$ cat config.mk
export PLATFORM = sky130hd
export DESIGN_NAME = decoded_divider
export DESIGN_NICKNAME = d
export VERILOG_FILES = /design/src/rtl/decoded_divider.sv
export SDC_FILE = /design/constraint.sdc
export NUM_CORES = 1
export LEC_CHECK = 0
export ABC_CLOCK_PERIOD_IN_PS = 2680
export BUFFER_PORTS_ARGS = -buffer_cell sky130_fd_sc_hd__buf_4
export CELL_PAD_IN_SITES_DETAIL_PLACEMENT = 2
export CELL_PAD_IN_SITES_GLOBAL_PLACEMENT = 2
export CORE_ASPECT_RATIO = 0.75
export CORE_MARGIN = 10
export CORE_UTILIZATION = 25
export CTS_CLUSTER_DIAMETER = 120
export DETAILED_ROUTE_END_ITERATION = 8
export PLACE_DENSITY_LB_ADDON = 0.25
export SLEW_MARGIN = 20
export SYNTH_ARGS = -nofsm -noshare
export SYNTH_HDL_FRONTEND = slang
export SYNTH_SLANG_ARGS = --single-unit
$ cat constraint.sdc
create_clock -name CLOCK -period 2.68 [get_ports CLOCK]
set_clock_uncertainty 0.1 [all_clocks]
set_input_delay 0.67 -clock CLOCK [delete_from_list [all_inputs] [get_ports CLOCK]]
set_output_delay 0.67 -clock CLOCK [all_outputs]
set_load 0.02 [all_outputs]
$ cat src/rtl/decoded_divider.sv
// Decoded modulo-N up/down counter with one-hot state decode,
// divide-by-N square wave on CARRY_OUT and a terminal-count flag.
module decoded_divider #(
   parameter  int STAGES = 8,
   localparam int W      = (STAGES > 2) ? $clog2(STAGES) : 1
) (
   input  logic              CLOCK,
   input  logic              RESET,
   input  logic              CLOCK_INHIBIT,
   input  logic              DIR,
   input  logic [W-1:0]      LAST,
   input  logic              LOAD,
   input  logic [W-1:0]      LOAD_VAL,
   output logic [STAGES-1:0] OUT,
   output logic [W-1:0]      COUNT,
   output logic              CARRY_OUT,
   output logic              TC
);

   localparam logic [W:0]   STAGES_X = (W+1)'(STAGES);
   localparam logic [W-1:0] MAX_IDX  = W'(STAGES - 1);

   logic [W-1:0] count_q;
   logic [W-1:0] count_d;
   logic [W-1:0] last_eff;
   logic         at_top;
   logic         at_zero;

   always_comb begin
      last_eff = LAST;
      if ({1'b0, LAST} >= STAGES_X) begin
         last_eff = MAX_IDX;
      end else if (LAST == '0) begin
         last_eff = W'(1);
      end
   end

   assign at_top  = (count_q >= last_eff);
   assign at_zero = (count_q == '0);

   // Out-of-range counts (after a LAST change) fold back in one edge.
   always_comb begin
      count_d = count_q;
      priority case (1'b1)
         LOAD: begin
            count_d = (LOAD_VAL > last_eff) ? '0 : LOAD_VAL;
         end
         CLOCK_INHIBIT: begin
            count_d = count_q;
         end
         !DIR: begin
            count_d = at_top ? '0 : count_q + W'(1);
         end
         default: begin
            if (at_zero || (count_q > last_eff)) begin
               count_d = last_eff;
            end else begin
               count_d = count_q - W'(1);
            end
         end
      endcase
   end

   always_ff @(posedge CLOCK) begin
      if (RESET) begin
         count_q <= '0;
      end else begin
         count_q <= count_d;
      end
   end

   always_comb begin
      for (int i = 0; i < STAGES; i++) begin
         OUT[i] = (count_q == W'(i));
      end
   end

   assign COUNT     = count_q;
   assign CARRY_OUT = (count_q <= (last_eff >> 1));
   assign TC        = !CLOCK_INHIBIT && (DIR ? at_zero : at_top);

endmodule

Yosys cells after proc, flatten, opt, wreduce, memory -nomap -nowiden

Index checks and enable logic that the tools add are counted.

Shift-type cells: 0
Equal/unequal tests: 8
Reduce and logical (&&, ||, !) cells: 5
Order comparisons: 4
Add/sub/neg operators: 2
Bitwise logic cells: 0
Div/mod/pow operators: 0
Multipliers: 0
Mux-type cells: 8

Operators by type and width:

| kind                  | count |
|---|---|
| $mux W3               | 7 |
| $eq A3 B3 Y1 const B  | 4 |
| $eq A3 B2 Y1 const B  | 2 |
| $gt A3 B3 Y1          | 2 |
| $logic_not A3 Y1      | 2 |
| $add A3 B1 Y3 const B | 1 |
| $eq A3 B1 Y1 const B  | 1 |
| $ge A3 B3 Y1          | 1 |
| $le A3 B2 Y1          | 1 |
| $sub A3 B1 Y3 const B | 1 |
| $ne A2 B1 Y1 const B  | 1 |
| $logic_and A1 B1 Y1   | 1 |
| $logic_not A1 Y1      | 1 |
| $logic_or A1 B1 Y1    | 1 |
| $mux W1               | 1 |

RAM bits: 0
Input port bits: 11
Register bits after elaboration: 3
Output and inout bits: 13
Bits in latches: 0
ROM bits: 0
Memories kept: 0
Word-level logic and storage cells: 28

Depth between registers and ports, before layout

Gate-level depths: netlist of the first run.

Depth after elaboration: 8
Gate-level depth with buffers: 7
Depth with buffers taken out: 7

Least setup slack after synthesis of the first run

No wires, ideal clock.

Kind: in2out
Start: input LAST[0]
End: output TC
Path buffers: 0
Data required time: 1.910 ns
Arrival: 1.795 ns
Setup slack: 0.115 ns
Stages on the path: 6
Cell sequence: o21bai_1 > ha_1 > o21ai_0 > a21oi_1 > o21ai_0 > nor2_1

Cells in the longest elaborated chain, start to end: 5

RTL lines:

| element                 | RTL line | source |
|---|---|---|
| start, declared         | 11       | `input logic [W-1:0] LAST,` |
| $logic_not A3 Y1        | 33       | `end else if (LAST == '0) begin` |
| $mux W3 (*)             | 33       |  |
| $ge A3 B3 Y1 (*)        | 38       | `assign at_top = (count_q >= last_eff);` |
| $mux W1 (*)             | 80       | `assign TC = !CLOCK_INHIBIT && (DIR ? at_zero : at_top);` |
| $logic_and A1 B1 Y1 (*) | 80       |  |
| end, declared           | 17       | `output logic TC` |

Every way passes the cells marked *; elsewhere a longest branch is shown, timed or not.

Worst setup path in the final report of the first run

Same ends and word-level chain as after synthesis.

==> results.json, run 1 <==
{
  "status": "completed",
  "dpl_worst_slack_ns": 0.00887,
  "crit_path_start_kind": "input port",
  "routedWlPerCell_um": 15.7,
  "critical_path_class": "in2out",
  "die-height_um": 63.5,
  "syn2layout_area_growth_pct": 47.3,
  "netlist_instances": 86,
  "drcViolationCount": 0,
  "cp.depth": 8,
  "clockRootBuffer": "clkbuf_4",
  "grt_pass1_wl_mm": 3.83,
  "reg2reg_from": "COUNT[1]",
  "clock_sinks": 3,
  "insertedDiodeCount": 0,
  "first_pass_iters": 4,
  "port_buffers": 23,
  "cpPeakStageDelay_ns": 0.27,
  "fin_area_sq_um": 927,
  "crit_family": "compound AO/OA/AOI/OAI gates",
  "syn_area_sq_um": 629,
  "yosysUniqueCellTypes": 30,
  "drv_slew": 0,
  "regToRegEndpoint": "COUNT[2]",
  "grt_pass1_vias": 783,
  "vias_per_cell": 4.90,
  "setup_viol": 0,
  "seq_area_frac_synth": 0.0954,
  "place_area_sq_um": 873,
  "critPathSlowestCell": "ha_4",
  "timing.fmax_mhz": 390,
  "vias": 730,
  "cts_tree": "done",
  "gp_congestion": 0.805,
  "maxCapViolCount": 0,
  "endpoint": "TC",
  "dp_hpwl_mm": 2.04,
  "ys_seq_elements": 3,
  "crit_required_ns": 1.91,
  "p_leak_nw": 0.472,
  "fin_crit_ns": 2.57,
  "critical_path_arrival_ns": 1.80,
  "power_mw": 0.353,
  "rsz0062_at_grt": "false",
  "nets": 142,
  "worstMarginPinSlew_ns": 0.308,
  "fin_tns_setup_ns": 0,
  "drt_iter0_drc": 21,
  "fp.dieW_um": 77.9,
  "routed_wl_mm": 2.33,
  "drive_gt1_frac": 0.339,
  "ioPinCount": 24,
  "crit_path_end_kind": "output port",
  "grt_max_degree": 12,
  "fillers": 274,
  "clock_latency_ns": 0.23,
  "rrSetupSlack_ns": 0.71,
  "cts-buffers-inserted": 3,
  "synth_warnings": 0,
  "hold_class": "in2reg",
  "layout_worst_path_cycle_share": 0.958,
  "synth_area_per_cell_sq_um": 7.32,
  "start_util": 0.268,
  "cp_num_buf_inv": 2,
  "postRouteAntennaNets": 0,
  "setup_ws_ns": 0.113,
  "core_area_sq_um": 2350,
  "multi_input_area_sq_um": 536,
  "grt_usage": 0.0937,
  "regArea_sq_um": 60.1,
  "clk_pin_slew_ns": 0.04,
  "p_per_area_nw_per_um2": 381,
  "whs_ns": 0.523,
  "worst_ir_drop_vdd_v": 0.000228,
  "antenna_found_initial": 0,
  "maxSlewHeadroom": 0.795,
  "syn_nets": 112,
  "die_area_sq_um": 4940,
  "reg2regPathDepth": 7,
  "cts-htree-levels": 1,
  "hold_violations": 0,
  "grt_overflow": 0,
  "largest_reg_flops": 3,
  "crit_fanout": 2,
  "std_cell_rows": 15,
  "path_cells": "buf_4, o21bai_4, ha_4, o21ai_1, a21oi_2, o21ai_1, nor2_1, buf_4",
  "startpoint": "LAST[0]",
  "cts_buffer_depth": 2
}
## area by class of cell
type	count	area share
multi-input combinational	68	0.578
timing repair buffer	30	0.243
sequential	3	0.0648
tap	34	0.0459
inverter	10	0.0405
clock buffer	4	0.0283
## stage by stage
stage	cells	utilization
2_1_floorplan	86	-
3_3_place_gp	145	0.372
3_5_place_dp	145	0.372
4_1_cts	149	0.388
5_1_grt	149	0.395
6_report	149	0.395
## placed cells by master, fill, tap and decap left out
master    netlist  final
clkbuf_1        2      1
o21ai_0         3      1
nand3_1         1      1
clkbuf_4        0      3
o32ai_1         1      1
nor2b_1         2      2
ha_4            0      1
and3b_1         1      1
or2_2           1      1
a21oi_1        10      9
nor3_2          1      1
nand2_1         6      6
a32oi_2         1      1
xnor2_1         1      1
ha_1           15     14
a21oi_2         0      1
a31oi_1         4      4
o311ai_0        1      1
nand3b_1        1      1
o21bai_4        0      1
dfxtp_1         3      3
and2_1          3      3
a221o_1         1      1
o311a_1         2      2
buf_4           1     30
o21ai_1         1      3
nor2_1          8      8
a21o_1          1      1
inv_1          10     10
o31a_1          1      1
o211ai_1        1      1
## per-layer routing
layer,wire length (um),GRT usage,part of all wire,vias to the layer above
li1,-,-,-,364
met5,0,0,0,-
met2,1090,0.153,0.47,21
met3,143,0.0269,0.061,2
met4,12,0.0335,0.0051,0
met1,1090,0.114,0.47,343
## worst min-delay path by stage
stage | slack [ns] | to | cells after the start | from
after CTS | 0.52 | COUNT[0] | 2 | RESET
after global placement | 0.64 | COUNT[0] | 3 | COUNT[0]
after detailed placement | 0.64 | COUNT[0] | 3 | COUNT[0]
after floorplan | 0.64 | COUNT[0] | 1 | RESET
final | 0.52 | COUNT[0] | 2 | RESET
after global routing | 0.53 | COUNT[0] | 2 | RESET
## where the power goes
part / total, mW / switching [mW] / internal (mW) / leakage, nW
registers: 0.0543 / 0.00516 / 0.0492 / 0.0249
logic: 0.218 / 0.122 / 0.0961 / 0.433
clock network: 0.0808 / 0.0249 / 0.0559 / 0.0150
## synthesized netlist by cell type, drive strengths merged
master  instances  share of area
ha             15           0.30
a21oi          10          0.080
inv            10          0.060
nor2            8          0.048
nand2           6          0.036
a31oi           4          0.040
o21ai           4          0.032
and2            3          0.030
buf             3          0.026
dfxtp           3          0.095
clkbuf          2          0.012
nor2b           2          0.020
o311a           2          0.032
a21o            1          0.012
a221o           1          0.016
a32oi           1          0.026
and3b           1          0.014
nand3           1         0.0079
nand3b          1          0.012
nor3            1          0.016
o211ai          1          0.012
o21bai          1          0.012
o311ai          1          0.014
o31a            1          0.014
o32ai           1          0.014
or2             1         0.0099
xnor2           1          0.014
## cell families (layout without fill, tap and decap cells)
| group | count (synthesis) | after routing | synth area share |
|---|---|---|---|
| flip-flops | 3 | 3 | 0.0954 |
| buffers and inverters | 15 | 44 | 0.0974 |
| AND/OR/NAND/NOR | 24 | 24 | 0.193 |
| AO/OA/AOI/OAI | 28 | 28 | 0.302 |
| XOR/XNOR | 1 | 1 | 0.0139 |
| adder cells (fa/ha/maj) | 15 | 15 | 0.298 |
## what timing repair did
item / 4_1_cts / 5_1_grt
hold buffers: 0 / 0
gates resized for setup: 1 / 4
setup buffers: 0 / 0
endpoints found under the setup margin: 1 / 1
pin swaps: 0 / 3
Power figures use the tool's default switching activity.
==> run 2: changes to the inputs <==
--- a/config.mk
+++ b/config.mk
@@ -6,11 +6,11 @@
 export NUM_CORES = 1
 export LEC_CHECK = 0
-export ABC_CLOCK_PERIOD_IN_PS = 2680
+export ABC_CLOCK_PERIOD_IN_PS = 2310
 export BUFFER_PORTS_ARGS = -buffer_cell sky130_fd_sc_hd__buf_4
 export CELL_PAD_IN_SITES_DETAIL_PLACEMENT = 2
 export CELL_PAD_IN_SITES_GLOBAL_PLACEMENT = 2
 export CORE_ASPECT_RATIO = 0.75
-export CORE_MARGIN = 10
-export CORE_UTILIZATION = 25
+export CORE_MARGIN = 3
+export CORE_UTILIZATION = 23
 export CTS_CLUSTER_DIAMETER = 120
 export DETAILED_ROUTE_END_ITERATION = 8
==> constraint.sdc (replaced) <==
create_clock -name CLOCK -period 2.31 [get_ports CLOCK]
set_clock_uncertainty 0.1 [all_clocks]
set_input_delay 0.5775 -clock CLOCK [delete_from_list [all_inputs] [get_ports CLOCK]]
set_output_delay 0.5775 -clock CLOCK [all_outputs]
set_load 0.01 [all_outputs]
==> results.json, run 2 (synthesis results as in run 1) <==
{
  "status": "completed",
  "maxCapViolCount": 0,
  "die-height_um": 51.3,
  "crit_fanout": 2,
  "first_pass_iters": 4,
  "gp_congestion": 0.792,
  "insertedDiodeCount": 0,
  "dp_hpwl_mm": 2.11,
  "startpoint": "LAST[0]",
  "routedWlPerCell_um": 16.3,
  "core_area_sq_um": 2440,
  "endpoint": "TC",
  "start_util": 0.258,
  "routed_wl_mm": 2.55,
  "maxSlewHeadroom": 0.804,
  "hold_buffers": 0,
  "clk_pin_slew_ns": 0.03,
  "pwr-share-clk": 0.211,
  "dpl_worst_slack_ns": -0.179,
  "syn2layout_area_growth_pct": 68.0,
  "std_cell_rows": 15,
  "seqPwrFrac": 0.152,
  "drv_slew": 0,
  "grt_overflow": 0,
  "intPower_mw": 0.261,
  "grt_pass1_wl_mm": 4.29,
  "vias_per_cell": 4.97,
  "largest_reg_flops": 3,
  "grt_usage": 0.173,
  "critPathSlowestCell": "ha_4",
  "drive_gt1_frac": 0.459,
  "antenna_found_initial": 0,
  "grt_max_degree": 12,
  "whs_ns": 0.429,
  "critical_path_arrival_ns": 1.59,
  "p_comb_frac": 0.637,
  "fin_area_sq_um": 1060,
  "worst_ir_drop_vdd_v": 0.000253,
  "switching_share": 0.404,
  "layout_worst_path_cycle_share": 0.982,
  "cts_tree": "done",
  "crit_required_ns": 1.63,
  "vias": 776,
  "regToRegEndpoint": "COUNT[2]",
  "drt_iter0_drc": 7,
  "path_cells": "buf_6, o21bai_4, ha_4, o21ai_2, a21oi_2, o21ai_1, nor2_1, buf_4",
  "fin_crit_ns": 2.27,
  "cts-htree-levels": 1,
  "crit_family": "compound AO/OA/AOI/OAI gates",
  "critical_path_class": "in2out",
  "nets": 149,
  "p_per_area_nw_per_um2": 414,
  "ioPinCount": 24,
  "fp.dieW_um": 66.4,
  "cpPeakStageDelay_ns": 0.27,
  "die_area_sq_um": 3410,
  "cp_num_buf_inv": 2,
  "place_area_sq_um": 918,
  "hold_violations": 0,
  "grt_pass1_vias": 859,
  "rsz0062_at_grt": "true",
  "fin_tns_setup_ns": 0,
  "reg2reg_from": "COUNT[1]",
  "power_mw": 0.438,
  "crit_path_start_kind": "input port",
  "worstMarginPinSlew_ns": 0.290,
  "mostFrequentLayoutCell": "buf_4",
  "hold_class": "in2reg",
  "timing.fmax_mhz": 441,
  "reg2regPathDepth": 6,
  "postRouteAntennaNets": 0,
  "cts_buffer_depth": 2,
  "setup_viol": 0,
  "crit_path_end_kind": "output port",
  "port_buffers": 23,
  "clockRootBuffer": "clkbuf_4",
  "cp.depth": 8,
  "setup_ws_ns": 0.0419,
  "netSwitchingPower_mw": 0.177,
  "drcViolationCount": 0,
  "rrSetupSlack_ns": 0.44,
  "cts-buffers-inserted": 3,
  "clock_sinks": 3,
  "layout_common_cells": "buf_4 (32), ha_1 (11), inv_1 (8), a21oi_1 (8), nor2_1 (7)",
  "clock_latency_ns": 0.23,
  "p_leak_nw": 0.511
}
-- run 2: area by class of cell --
cell class,instances,area (sq um)
Fill cell,285,1380
Multi-Input combinational cell,68,586
Timing Repair Buffer,37,297
Sequential cell,3,63.8
Inverter,10,42.5
Tap cell,34,42.5
Clock buffer,4,26.3
-- run 2: power groups by stage --
stage,logic (mW),clock network (mW),registers (mW)
CTS,0.275,0.0961,0.0669
detailed placement,0.243,0,0.0652
global route,0.312,0.0996,0.0677
floorplan,0.129,0,0.0662
finish,0.279,0.0924,0.0668
global placement,0.232,0,0.0646
-- run 2: worst min path at each step --
stage                         from  endpoint  slack [ns]  depth (start not counted)
final                        RESET  COUNT[0]        0.43                          2
after global routing         RESET  COUNT[0]        0.43                          2
after CTS                    RESET  COUNT[0]        0.42                          2
after detailed placement  COUNT[0]  COUNT[0]        0.67                          3
after global placement    COUNT[0]  COUNT[0]        0.65                          3
after floorplan              RESET  COUNT[0]        0.55                          1
-- run 2: stage by stage --
stage,utilization,cells
after floorplan,-,86
after global placement,0.376,151
after detailed placement,0.376,151
after CTS,0.423,156
after global routing,0.433,156
final,0.433,156
-- run 2: per-layer routing --
metal	track usage	wire, um	vias to the layer above
met3	0.0286	123	6
met2	0.308	1330	23
met1	0.202	1050	369
li1	-	-	378
met5	0	0	-
met4	0.0743	41	0
-- run 2: worst register-to-register path, stage by stage (launching register included) --
cell and delay (ns):
dfxtp_4 0.38, ha_4 0.28, buf_4 0.12, nand3b_1 0.13
a32oi_2 0.30, o32ai_1 0.14, o311a_1 0.29
-- run 2: timing repair --
action / in CTS / in global routing
pin swaps: 4 / 5
gates resized for setup: 16 / 8
setup endpoints to repair: 2 / 2
buffers inserted: 1 / 0
